## src/rtl/alu_seq.sv

```systemverilog
// alu_seq: registered WIDTH-bit ALU with a valid/ready input handshake.
//
// Single-cycle group (op[3]=0) runs the eight-entry add/sub/or/and/not table
// where op[2:1] selects the function and op[0] is the carry-in / B-invert.
// The shift group (op[3]=1) uses an iterative unit: one bit position per
// cycle, so an n-bit shift completes n edges after it was accepted.
//
// Ports:
//   clk, rst     rising-edge clock, synchronous active-high reset
//   in_valid     op/a/b presented this cycle
//   in_ready     block can accept an op this cycle (low while shifting)
//   op[3:0]      operation select
//   a, b         operands; b[SAW-1:0] is the shift amount for shift ops
//   result       registered result, holds between ops
//   flags        registered {Z,N,C,V}
//   out_valid    one-cycle pulse per accepted op
module alu_seq #(
    parameter int WIDTH = 8,
    localparam int SAW = $clog2(WIDTH)
) (
    input  logic             clk,
    input  logic             rst,
    input  logic             in_valid,
    output logic             in_ready,
    input  logic [3:0]       op,
    input  logic [WIDTH-1:0] a,
    input  logic [WIDTH-1:0] b,
    output logic [WIDTH-1:0] result,
    output logic [3:0]       flags,
    output logic             out_valid
);

    typedef enum logic {IDLE = 1'b0, SHIFT = 1'b1} state_t;

    localparam logic [1:0] SH_SHL = 2'b00;
    localparam logic [1:0] SH_SHR = 2'b01;
    localparam logic [1:0] SH_SAR = 2'b10;
    localparam logic [1:0] SH_ROL = 2'b11;

    state_t           state_q, state_d;
    logic [WIDTH-1:0] acc_q, acc_d;
    logic [SAW-1:0]   cnt_q, cnt_d;
    logic [1:0]       sop_q, sop_d;
    logic [WIDTH-1:0] result_d;
    logic [3:0]       flags_d;
    logic             out_valid_d;

    function automatic logic [3:0] mkflags(input logic [WIDTH-1:0] r,
                                           input logic c, input logic v);
        return {(r == '0), r[WIDTH-1], c, v};
    endfunction

    // ------------------------------------------------------------------
    // Single-cycle unit
    // ------------------------------------------------------------------
    logic [1:0]       ctrl;
    logic             cin;
    logic [WIDTH-1:0] bx;
    logic [WIDTH:0]   sum;
    logic [WIDTH-1:0] alu_res;
    logic             alu_c;
    logic             alu_v;

    assign ctrl = op[2:1];
    assign cin  = op[0];
    // cin doubles as the B-invert, so sub is A + ~B + 1 through the same adder
    assign bx   = cin ? ~b : b;
    assign sum  = {1'b0, a} + {1'b0, bx} + {{WIDTH{1'b0}}, cin};

    always_comb begin
        alu_res = '0;
        alu_c   = 1'b0;
        alu_v   = 1'b0;
        case (ctrl)
            2'b00: begin
                alu_res = sum[WIDTH-1:0];
                alu_c   = sum[WIDTH];
                // comparing against bx covers both add and sub overflow rules
                alu_v   = (a[WIDTH-1] == bx[WIDTH-1]) &&
                          (sum[WIDTH-1] != a[WIDTH-1]);
            end
            2'b01:   alu_res = a | bx;
            2'b10:   alu_res = a & bx;
            default: alu_res = cin ? ~b : ~a;
        endcase
    end

    // ------------------------------------------------------------------
    // One-position shift step on the accumulator
    // ------------------------------------------------------------------
    logic [WIDTH-1:0] step_res;
    logic             step_c;

    always_comb begin
        step_res = acc_q;
        step_c   = 1'b0;
        case (sop_q)
            SH_SHL: begin
                step_res = {acc_q[WIDTH-2:0], 1'b0};
                step_c   = acc_q[WIDTH-1];
            end
            SH_SHR: begin
                step_res = {1'b0, acc_q[WIDTH-1:1]};
                step_c   = acc_q[0];
            end
            SH_SAR: begin
                step_res = {acc_q[WIDTH-1], acc_q[WIDTH-1:1]};
                step_c   = acc_q[0];
            end
            default: begin
                step_res = {acc_q[WIDTH-2:0], acc_q[WIDTH-1]};
                step_c   = acc_q[WIDTH-1];
            end
        endcase
    end

    logic [SAW-1:0] shamt;
    assign shamt = b[SAW-1:0];

    // ------------------------------------------------------------------
    // FSM: next-state and outputs
    // ------------------------------------------------------------------
    always_comb begin
        state_d     = state_q;
        acc_d       = acc_q;
        cnt_d       = cnt_q;
        sop_d       = sop_q;
        result_d    = result;
        flags_d     = flags;
        out_valid_d = 1'b0;
        in_ready    = (state_q == IDLE);

        case (state_q)
            IDLE: begin
                if (in_valid) begin
                    if (!op[3]) begin
                        result_d    = alu_res;
                        flags_d     = mkflags(alu_res, alu_c, alu_v);
                        out_valid_d = 1'b1;
                    end else if (op[2]) begin
                        // reserved shift encodings: complete at once with zero
                        result_d    = '0;
                        flags_d     = 4'b1000;
                        out_valid_d = 1'b1;
                    end else if (shamt == '0) begin
                        result_d    = a;
                        flags_d     = mkflags(a, 1'b0, 1'b0);
                        out_valid_d = 1'b1;
                    end else begin
                        acc_d   = a;
                        cnt_d   = shamt;
                        sop_d   = op[1:0];
                        state_d = SHIFT;
                    end
                end
            end
            SHIFT: begin
                acc_d = step_res;
                cnt_d = cnt_q - SAW'(1);
                // final step: publish straight from the shifter so the
                // accumulator's intermediate values never reach result
                if (cnt_q == SAW'(1)) begin
                    result_d    = step_res;
                    flags_d     = mkflags(step_res, step_c, 1'b0);
                    out_valid_d = 1'b1;
                    state_d     = IDLE;
                end
            end
            default: state_d = IDLE;
        endcase
    end

    // ------------------------------------------------------------------
    // State register
    // ------------------------------------------------------------------
    always_ff @(posedge clk) begin
        if (rst) begin
            state_q   <= IDLE;
            acc_q     <= '0;
            cnt_q     <= '0;
            sop_q     <= SH_SHL;
            result    <= '0;
            flags     <= 4'b0000;
            out_valid <= 1'b0;
        end else begin
            state_q   <= state_d;
            acc_q     <= acc_d;
            cnt_q     <= cnt_d;
            sop_q     <= sop_d;
            result    <= result_d;
            flags     <= flags_d;
            out_valid <= out_valid_d;
        end
    end

endmodule

```

## config.mk

```make
export PLATFORM = sky130hd
export DESIGN_NAME = alu_seq
export DESIGN_NICKNAME = d
export VERILOG_FILES = /design/src/rtl/alu_seq.sv
export SDC_FILE = /design/constraint.sdc
export NUM_CORES = 1
export LEC_CHECK = 0
export CORE_ASPECT_RATIO = 1.2
export CORE_MARGIN = 4
export CORE_UTILIZATION = 30
export CTS_CLUSTER_DIAMETER = 40
export DETAILED_ROUTE_END_ITERATION = 8
export GPL_ROUTABILITY_DRIVEN = 0
export PLACE_DENSITY_LB_ADDON = 0.2
export SYNTH_ARGS = -nofsm -noshare
export SYNTH_HDL_FRONTEND = slang
export SYNTH_SLANG_ARGS = --single-unit
export TNS_END_PERCENT = 30
```

## constraint.sdc

```tcl
create_clock -name clk -period 2.55 [get_ports clk]
set_input_delay 0.51 -clock clk [delete_from_list [all_inputs] [get_ports clk]]
set_output_delay 0.51 -clock clk [all_outputs]
set_load 0.005 [all_outputs]
```

==> metrics.txt <==
Nets 450; total gr overflow 0; worst-path cell chain clkdlybuf4s50_1, inv_1, ha_4, nand4_1, o22ai_2, mux2i_2, a211oi_4, o311a_1, nor3_2; layout cells sized above 1 0.2953; DR vias 2609; maxcap violations 0; port buffer count 36; Max Freq 416.1 MHz; Worst VDD drop 0.2015 mV; DRC 0; share of the core filled with cells 0.4514; hold_ws 0.4543 ns; initial core utilization 0.3060; Mapped Area 0.002481 mm2; root buf cell clkbuf_8; CP Max Fanout 5; reg2reg end flags[3]; worst slew pin tran 0.3637 ns; cts bufs inserted 3; Setup crit start kind input pin; hold-fix buffers at CTS 0; GRT Overall Usage 0.1608; clk_lat worst skew 0.27 ns; hold depth 2; register area 520.5 um2; Max stage delay on crit path 0.47 ns; Synth cell types 64; Non-Filler Instances 498; CP startpoint a[2]; crit path to flags[2]; CTS tree done; CORE AREA between 0.008 and 0.009 mm2; synthesis-to-finish area growth 47.50%; CP arrival 2.61 ns; Die Y about 110 um; Lkg Pwr about 0.0015 uW; Power Total 1490 uW; dpl hpwl about 6 mm; Final min period 2.403 ns; Avg Synthesized Cell Area 7.952 um2; final hold violation count 0; number of fill cells 839; dpl cell area 0.003376 mm2; final setup violating endpoints 0; die area 0.009796 mm2; critical path buffer and inverter count 2; DR pass1 iterations 4; Final Max Tran Viols 0; final worst-path cycle share 0.9425; CTS max path bufs 2; CP top delay family compound AO/OA/AOI/OAI gates; number of global-route vias before repair around 2.5k; final instance area 0.003660 mm2; PwrDens 407.1 mW/mm2; maximum number of pins on one net before global-route repair 21; Final ANT Viol Nets 0; antenna violations before repair 0; Worst Skew 0.001890 ns; # diodes 0; row count 36; commonest cells after routing, fill and taps aside buf_4 (65), nand2_1 (35), inv_1 (29), dfxtp_1 (26), clkdlybuf4s50_1 (26); first-pass GRT wire length 12.77 mm; vias per inst roughly 5.2; area of the multi-input gates 0.001938 mm2; CTS sink cnt 26; Async SR Flop Fraction 0; Reg2Reg Depth 8; critical path required time 2.76 ns; Placed Instances 484; drt total wl 7.875 mm; CP Depth 9; Post-Syn Instances 312; Worst Hold Class register to register; Slew headroom 0.7566; #FFs+latches synth 26; routed len/inst about 16 um; Synth Warn # 0; commonest non-fill, non-tap cell in the layout buf_4; R2R Setup Slk 0.36 ns; Horiz. Die Dim 91.02 um; ys flop type dfxtp_1; sequential area share after synthesis 0.2098; H-tree depth 1; initial DRC count 158; number of flops mapped to enable cells by yosys 0; Setup CP Type input pin to register; num ports 37; crit path capture type register; CP max-delay cell clkdlybuf4s50_1; Reg2Reg Launch Point sop_q[0]; status completed; Clk pin slew, worst setup/hold paths about 0.090 ns; Post-Syn Nets 358
-- cell type report --
cell class,instances,share of cell area
clock buffer,3,0.01128
inverter,31,0.03179
multi-input combinational,238,0.5296
clock inverter,1,0.008205
tap,95,0.03248
sequential,26,0.1422
timing repair buffer,104,0.2444
-- registers in the layout (all words and copies together) (netlist names) --
| register | flops |
|---|---|
| cnt_q | 3 |
| state_q | 1 |
| acc_q | 8 |
| result | 7 |
| flags | 4 |
| out_valid | 1 |
| sop_q | 2 |
-- worst min-delay path, stage by stage, from the launching register on --
cell and delay (ns):
dfxtp_1 0.32, nand2_1 0.05, a21oi_1 0.05
-- cell families (layout without fill, tap and decap cells) --
logic type,after synthesis,count (layout),synth area share
AND/OR/NAND/NOR,94,94,0.1821
AO/OA/AOI/OAI,94,94,0.2839
flip-flops,26,26,0.2098
buffers and inverters,48,139,0.08321
multiplexers,15,15,0.07967
adder cells (fa/ha/maj),23,23,0.1190
XOR/XNOR,12,12,0.04236
-- per-layer routing --
| metal | global-route usage | wire, um | part of all wire | vias up |
|---|---|---|---|---|
| met5 | 0 | 0 | 0 | - |
| met4 | 0.04203 | 87 | 0.011 | 0 |
| met3 | 0.01329 | 255 | 0.032 | 8 |
| met2 | 0.2977 | 4089 | 0.52 | 60 |
| met1 | 0.1993 | 3443 | 0.44 | 1238 |
| li1 | - | - | - | 1303 |
-- timing repair --
item                       4_1_cts  5_1_grt
setup endpoints to repair       10        8
pin swaps                       19       17
setup buffers                    8        3
gates resized for setup         26       12
-- stage by stage --
step / setup slack, ns / TNS, ns
floorplan: 0.005560 / 0
global placement: -0.5732 / -4.717
detailed placement: -0.5980 / -4.908
CTS: 0.007428 / 0
global route: -0.006676 / -0.006676
finish: 0.1466 / 0
-- report_power, final --
part	leakage, uW	switching [uW]	internal, uW
Sequential	0.000213	22.0	436
Clock	0.0000357	134	210
Combinational	0.00128	328	360
-- cells in the mapped netlist (all sizes together) (2+ instances only) --
cell type | instances | area (um2)
nor4 | 3 | 25.02
and2 | 4 | 25.02
nand3 | 4 | 20.02
a41oi | 2 | 32.53
a21boi | 2 | 15.01
dfxtp | 26 | 520.5
a211oi | 8 | 65.06
and3 | 3 | 18.77
buf | 9 | 60.06
nor2 | 22 | 82.58
ha | 22 | 275.3
mux2i | 7 | 73.82
a31oi | 3 | 18.77
a221oi | 3 | 32.53
o22ai | 8 | 62.56
a21oi | 23 | 126.4
o21ai | 9 | 45.04
clkbuf | 8 | 30.03
nand4 | 4 | 25.02
o211ai | 7 | 52.55
xnor2 | 4 | 35.03
nand3b | 3 | 22.52
or2 | 2 | 12.52
inv | 30 | 112.6
o221ai | 4 | 41.29
nand2 | 35 | 131.4
mux2 | 5 | 56.30
o21a | 5 | 37.54
mux4 | 3 | 67.56
nand2b | 3 | 18.77
xor2 | 8 | 70.07
nor2b | 3 | 18.77
a22oi | 6 | 45.04
nor3 | 6 | 35.03
-- how the worst min path moves through the flow --
stage / from / slack [ns] / endpoint
after global placement: result[1] / 0.44 / result[1]
after floorplan: cnt_q[2] / 0.43 / cnt_q[2]
final: result[1] / 0.45 / result[1]
after detailed placement: result[1] / 0.44 / result[1]
after global routing: result[2] / 0.49 / result[2]
after CTS: result[3] / 0.46 / result[3]
(Power assumes the default switching activity.)
==> variant 1, RTL diff (same settings) <==
Set the parameter `WIDTH` to 4 (it was 8).
--- a/src/rtl/alu_seq.sv
+++ b/src/rtl/alu_seq.sv
@@ -15,7 +15,7 @@
 //   flags        registered {Z,N,C,V}
 //   out_valid    one-cycle pulse per accepted op
 module alu_seq #(
-    parameter int WIDTH = 8,
+    parameter int WIDTH = 4,
     localparam int SAW = $clog2(WIDTH)
 ) (
     input  logic             clk,
Ports: changed (resized a, b and result); port bits go from 37 to 25. No check against the original RTL was run, so the function may have changed too.
==> variant 1 against the original RTL <==
Area after synthesis shrank 42%. Setup slack lost 0.0085 ns. Routed wire length shrank 51%. Critical path type unchanged. Sequential cell count shrank 9. Combinational power shrank 57%. Total power shrank 47%. Register-to-register slack gained 0.47 ns. Global-route usage shrank 2.6 points. Synthesized cell count shrank 41%. Final area shrank 45%. Sequential share of layout area grew 2.8 points.
==> variant 1: results (changes against the original RTL) <==
- Status: completed (unchanged)
- Worst Hold Launch: flags[0] (was result[1])
- Routed wl met2: 1980 um (was 4090 um)
- Met1 Track Usage GR: 0.163 (was 0.199)
- Syn_nets: 214 (was 358)
- Buffers, non-clock: 52 (was 104)
- Data buffer area share: 0.229 (was 0.244)
- Slowest cell on the critical path: or4_4 (was clkdlybuf4s50_1)
- DR iter-0 viols: 105 (was 158)
- Mux cell area share after synthesis: 0.0638 (was 0.0797)
- Seq power: 296 uW (was 458 uW)
- Regs by FF count: acc_q (4), flags (4), result (3) (was acc_q (8), result (7), flags (4))
- Clock power share: 0.253 (was 0.231)
- # clk buffers: 4 (was 3)
- Worst path max stage delay: 0.52 ns (was 0.47 ns)
- GR Util met2: 0.247 (was 0.298)
- Register share of the cell area: 0.170 (was 0.142)
- Global Route met3 Usage: 0.00843 (was 0.0133)
- Area of the multi-input gates: 1030 um2 (was 1940 um2)
- #MultiIn Comb: 144 (was 238)
- Flops & latches, synth: 17 (was 26)
- Critical path origin: op[0] (was a[2])
- Skew final: 0.00375 ns (was 0.00189 ns)
- First-pass GRT wire length: 6530 um (was 12800 um)
- Seq/Total Area, Yosys: 0.238 (was 0.210)
- CTS clk-pin slew, worst paths: 0.06 ns (was 0.09 ns)
- Post-Place Worst Slack: -0.412 ns (was -0.598 ns)
- Worst hold slack: 0.461 ns (was 0.454 ns)
- DRT met1 WL: 1780 um (was 3440 um)
- Rel. slew slack: 0.505 (was 0.757)
- DR vias: 1404 (was 2609)
- Adder-Cell Fraction of Synth Area: 0.128 (was 0.119)
- # nets final: 262 (was 450)
- Complex-gate fraction of the synthesized area: 0.252 (was 0.284)
- Clock Latency Late Sink: 0.25 ns (was 0.27 ns)
- Critical path's top delay family: simple AND/OR/NAND/NOR gates (was compound AO/OA/AOI/OAI gates)
- Worst Path Arrival: 2.58 ns (was 2.61 ns)
- VDD IR-drop max: 0.000146 V (was 0.000202 V)
- Synth cell count leaders: nor2_1 (27), dfxtp_1 (17), inv_1 (15), ha_1 (13), o21ai_0 (12) (was nand2_1 (35), inv_1 (30), dfxtp_1 (26))
[variant 1: cell count changes after synthesis, moves of 5 or more]
cell,change
nand2_1,-26
clkbuf_1,-5
ha_1,-9
inv_1,-15
a21oi_1,-11
a22oi_1,-5
o211ai_1,-6
o21ai_0,+5
nor2_1,+5
dfxtp_1,-9
[variant 1: per-stage QoR]
stage | area (um2) | std cells
2_1_floorplan | 1430 | 185
3_3_place_gp | 1910 | 286
3_5_place_dp | 1910 | 286
4_1_cts | 1970 | 290
5_1_grt | 2000 | 290
6_report | 2000 | 290
[variant 1: final timing paths]
path,end,cells past startpoint
max,flags[2],9
min,flags[0],2
max reg2reg,flags[2],4
min reg2reg,flags[0],2
[variant 1: timing repair]
item / CTS / global route
gates cloned: 0 / 0
setup buffers: 0 / 0
setup endpoints to repair: 4 / 5
pin swaps: 1 / 3
gates resized for setup: 3 / 8
[variant 1: worst min-delay path: stages, from the launching register on]
cell,delay [ns]
dfxtp_1,0.31
nand2_1,0.05
a21oi_1,0.05
==> variant 2, RTL diff (config.mk and constraints unchanged) <==
Without the edit above. Register the output `flags` once more, with the module's reset; this adds one clock of latency there. The other outputs are not delayed to match. Comments in the files are not updated.
--- a/src/rtl/alu_seq.sv
+++ b/src/rtl/alu_seq.sv
@@ -37,6 +37,8 @@
     localparam logic [1:0] SH_SAR = 2'b10;
     localparam logic [1:0] SH_ROL = 2'b11;
 
+    logic [3:0] flags_s0;
+
     state_t           state_q, state_d;
     logic [WIDTH-1:0] acc_q, acc_d;
     logic [SAW-1:0]   cnt_q, cnt_d;
@@ -126,7 +128,7 @@
         cnt_d       = cnt_q;
         sop_d       = sop_q;
         result_d    = result;
-        flags_d     = flags;
+        flags_d     = flags_s0;
         out_valid_d = 1'b0;
         in_ready    = (state_q == IDLE);
 
@@ -180,7 +182,7 @@
             cnt_q     <= '0;
             sop_q     <= SH_SHL;
             result    <= '0;
-            flags     <= 4'b0000;
+            flags_s0  <= 4'b0000;
             out_valid <= 1'b0;
         end else begin
             state_q   <= state_d;
@@ -188,10 +190,18 @@
             cnt_q     <= cnt_d;
             sop_q     <= sop_d;
             result    <= result_d;
-            flags     <= flags_d;
+            flags_s0  <= flags_d;
             out_valid <= out_valid_d;
         end
     end
 
+    always_ff @(posedge clk) begin
+        if (rst) begin
+            flags <= '0;
+        end else begin
+            flags <= flags_s0;
+        end
+    end
+
 endmodule
 
Formal check against the unedited RTL: not equivalent (Yosys sat finds a counterexample within 4 cycles, from zero or initial values and one cycle with rst high).
==> variant 2 against the original RTL <==
The flow now finishes with violations (setup timing). Clock skew about the same. Via count up 2.1%. Sequential power up 13%. Sequential cell count up 4. Area after synthesis up 2.6%. First-iteration DRC count down 44%. Clock power up 44%. Setup slack worse by 0.16 ns. Total power up 14%. Final area up 5.0%. Sequential share of layout area up 1.4 points. Routed wire length up 2.0%. Final cell count up 7.8%. Critical endpoint is now flags_s0[3]. Largest cell class unchanged. Highest routed layer unchanged.
==> variant 2: results (changes against the original RTL) <==
- Worst Path Arrival: 2.72 ns (was 2.61 ns)
- Syn_nets: 370 (was 358)
- Post-Place Worst Slack: -0.819 ns (was -0.598 ns)
- CTS clk-pin slew, worst paths: 0.07 ns (was 0.09 ns)
- Via density: 4.96 (was 5.24)
- Clock Latency Late Sink: 0.28 ns
- Final wirelength: 8030 um (was 7880 um)
- Layout cells sized above 1: 0.281 (was 0.295)
- VDD IR-drop max: 0.000178 V (was 0.000202 V)
- DP Wirelength: 6370 um (was 6090 um)
- Cts bufs inserted: 5 (was 3)
- Final WS setup: -0.0101 ns (was 0.147 ns)
- Status: finished, violations left (was completed)
- Slowest cell on the critical path: mux4_2 (was clkdlybuf4s50_1)
- DR iter-0 viols: 89 (was 158)
- Synth cell count leaders: dfxtp_1 (30), nand2_1 (30), inv_1 (27), nor2_1 (27) (was nand2_1 (35), inv_1 (30), dfxtp_1 (26))
- Routed wl met2: 4170 um (was 4090 um)
- Vias in the first global route: 2634 (was 2531)
- Worst path max stage delay: 0.49 ns (was 0.47 ns)
- Max FO, Critical Path: 4 (was 5)
- Setup violations, final: 1 (was 0)
- Top layer in use: met4 (unchanged)
- First-pass GRT wire length: 12800 um (about the same)
- Synth cell types: 63 (was 64)
- DRT Pass-1 Iters: 6 (was 4)
- Largest net degree at the start of global routing: 31 (was 21)
- # nets final: 469 (was 450)
- Htree depth: 2 (was 1)
- # fillers: 878 (was 839)
- Seq/Total Area, Yosys: 0.236 (was 0.210)
- Largest cells by area after synthesis: dfxtp_1 (24%), ha_1 (11%), a211oi_1 (5.0%) (was dfxtp_1 (21%), ha_1 (11%), nand2_1 (5.3%))
- Skew final: 0.00226 ns (was 0.00189 ns)
- GRT Total Usage: 0.161 (about the same)
- WL met3: 243 um (was 255 um)
- DRT met1 WL: 3400 um (was 3440 um)
- Slew @ Worst Pin: 0.380 ns (was 0.364 ns)
- P_leak: 0.00164 uW (was 0.00153 uW)
- Violated checks: setup timing
- Asr flop ratio synth: 0 (unchanged)
- Setup TNS Final: -0.0101 ns (was 0 ns)
- Regs by FF count: acc_q (8), result (7) (was acc_q (8), result (7), flags (4))
==> variant 2: cell types whose count changed after synthesis, sizes merged, moves of 4 or more <==
cell | unedited run | this run
dfxtp | 26 | 30
a211oi | 8 | 17
nand2 | 35 | 31
clkbuf | 8 | 13
nor2 | 22 | 27
o22ai | 8 | 2
nor2b | 3 | 8
o21ai | 9 | 14
==> variant 2: power by group <==
part           internal, uW  switching, uW  total [uW]  leakage (uW)
Sequential              499           20.5         519      0.000245
Combinational           364            314         678       0.00134
Clock                   312            184         496     0.0000573
Total                  1180            518        1690       0.00164
==> variant 2: routing by layer <==
metal  global-route usage  vias up
li1                     -     1357
met1                0.184     1241
met2                0.300       53
met3               0.0186       12
met4               0.0711        0
met5                    0        -
==> variant 2: worst max-delay path, delay by kind of cell <==
family	cells	cell delay, ns
AO/OA/AOI/OAI	2	0.21
XOR/XNOR	2	0.21
adder cells (fa/ha/maj)	1	0.30
buffers and inverters	4	0.42
multiplexers	1	0.49
AND/OR/NAND/NOR	3	0.59
==> variant 2: per-stage QoR <==
| step | cells | cell area (um2) | hold WS [ns] |
|---|---|---|---|
| finish | 537 | 3840 | 0.449 |
| global route | 537 | 3840 | 0.470 |
| CTS | 537 | 3780 | 0.454 |
| detailed placement | 523 | 3530 | 0.445 |
| global placement | 523 | 3530 | 0.442 |
| floorplan | 324 | 2620 | 0.438 |
==> variant 2: area by class of cell <==
cell class | instances | area, um2 | area share
repair buffers | 113 | 975 | 0.254
flip-flops and latches | 30 | 601 | 0.156
clock inverters | 1 | 30.0 | 0.00782
clock buffers | 6 | 82.6 | 0.0215
well taps | 114 | 143 | 0.0371
multi-input cells | 246 | 1910 | 0.497
inverters | 27 | 101 | 0.0264
==> variant 2: final timing paths <==
| path | slack (ns) | cells past startpoint | start | to |
|---|---|---|---|---|
| worst max register to register | 0.15 | 6 | sop_q[0] | flags_s0[3] |
| worst min-delay path | 0.45 | 2 | result[2] | result[2] |
| worst min register to register | 0.45 | 2 | result[2] | result[2] |
| worst max-delay path | -0.01 | 13 | op[0] | flags_s0[3] |
==> variant 2: cells by family after synthesis <==
family | share of synthesized area
buf+inv | 0.0791
mux | 0.0545
flops | 0.236
fa+ha+maj | 0.116
xor+xnor | 0.0482
simple gates | 0.190
compound gates | 0.277
==> variant 2: what timing repair did <==
| action | 4_1_cts | 5_1_grt |
|---|---|---|
| cloned | 1 | 0 |
| hold buffers | 0 | 0 |
| endpoints found under the setup margin | 10 | 5 |
| buffers inserted | 6 | 0 |
| resized for setup | 42 | 9 |
| pin swaps | 27 | 5 |
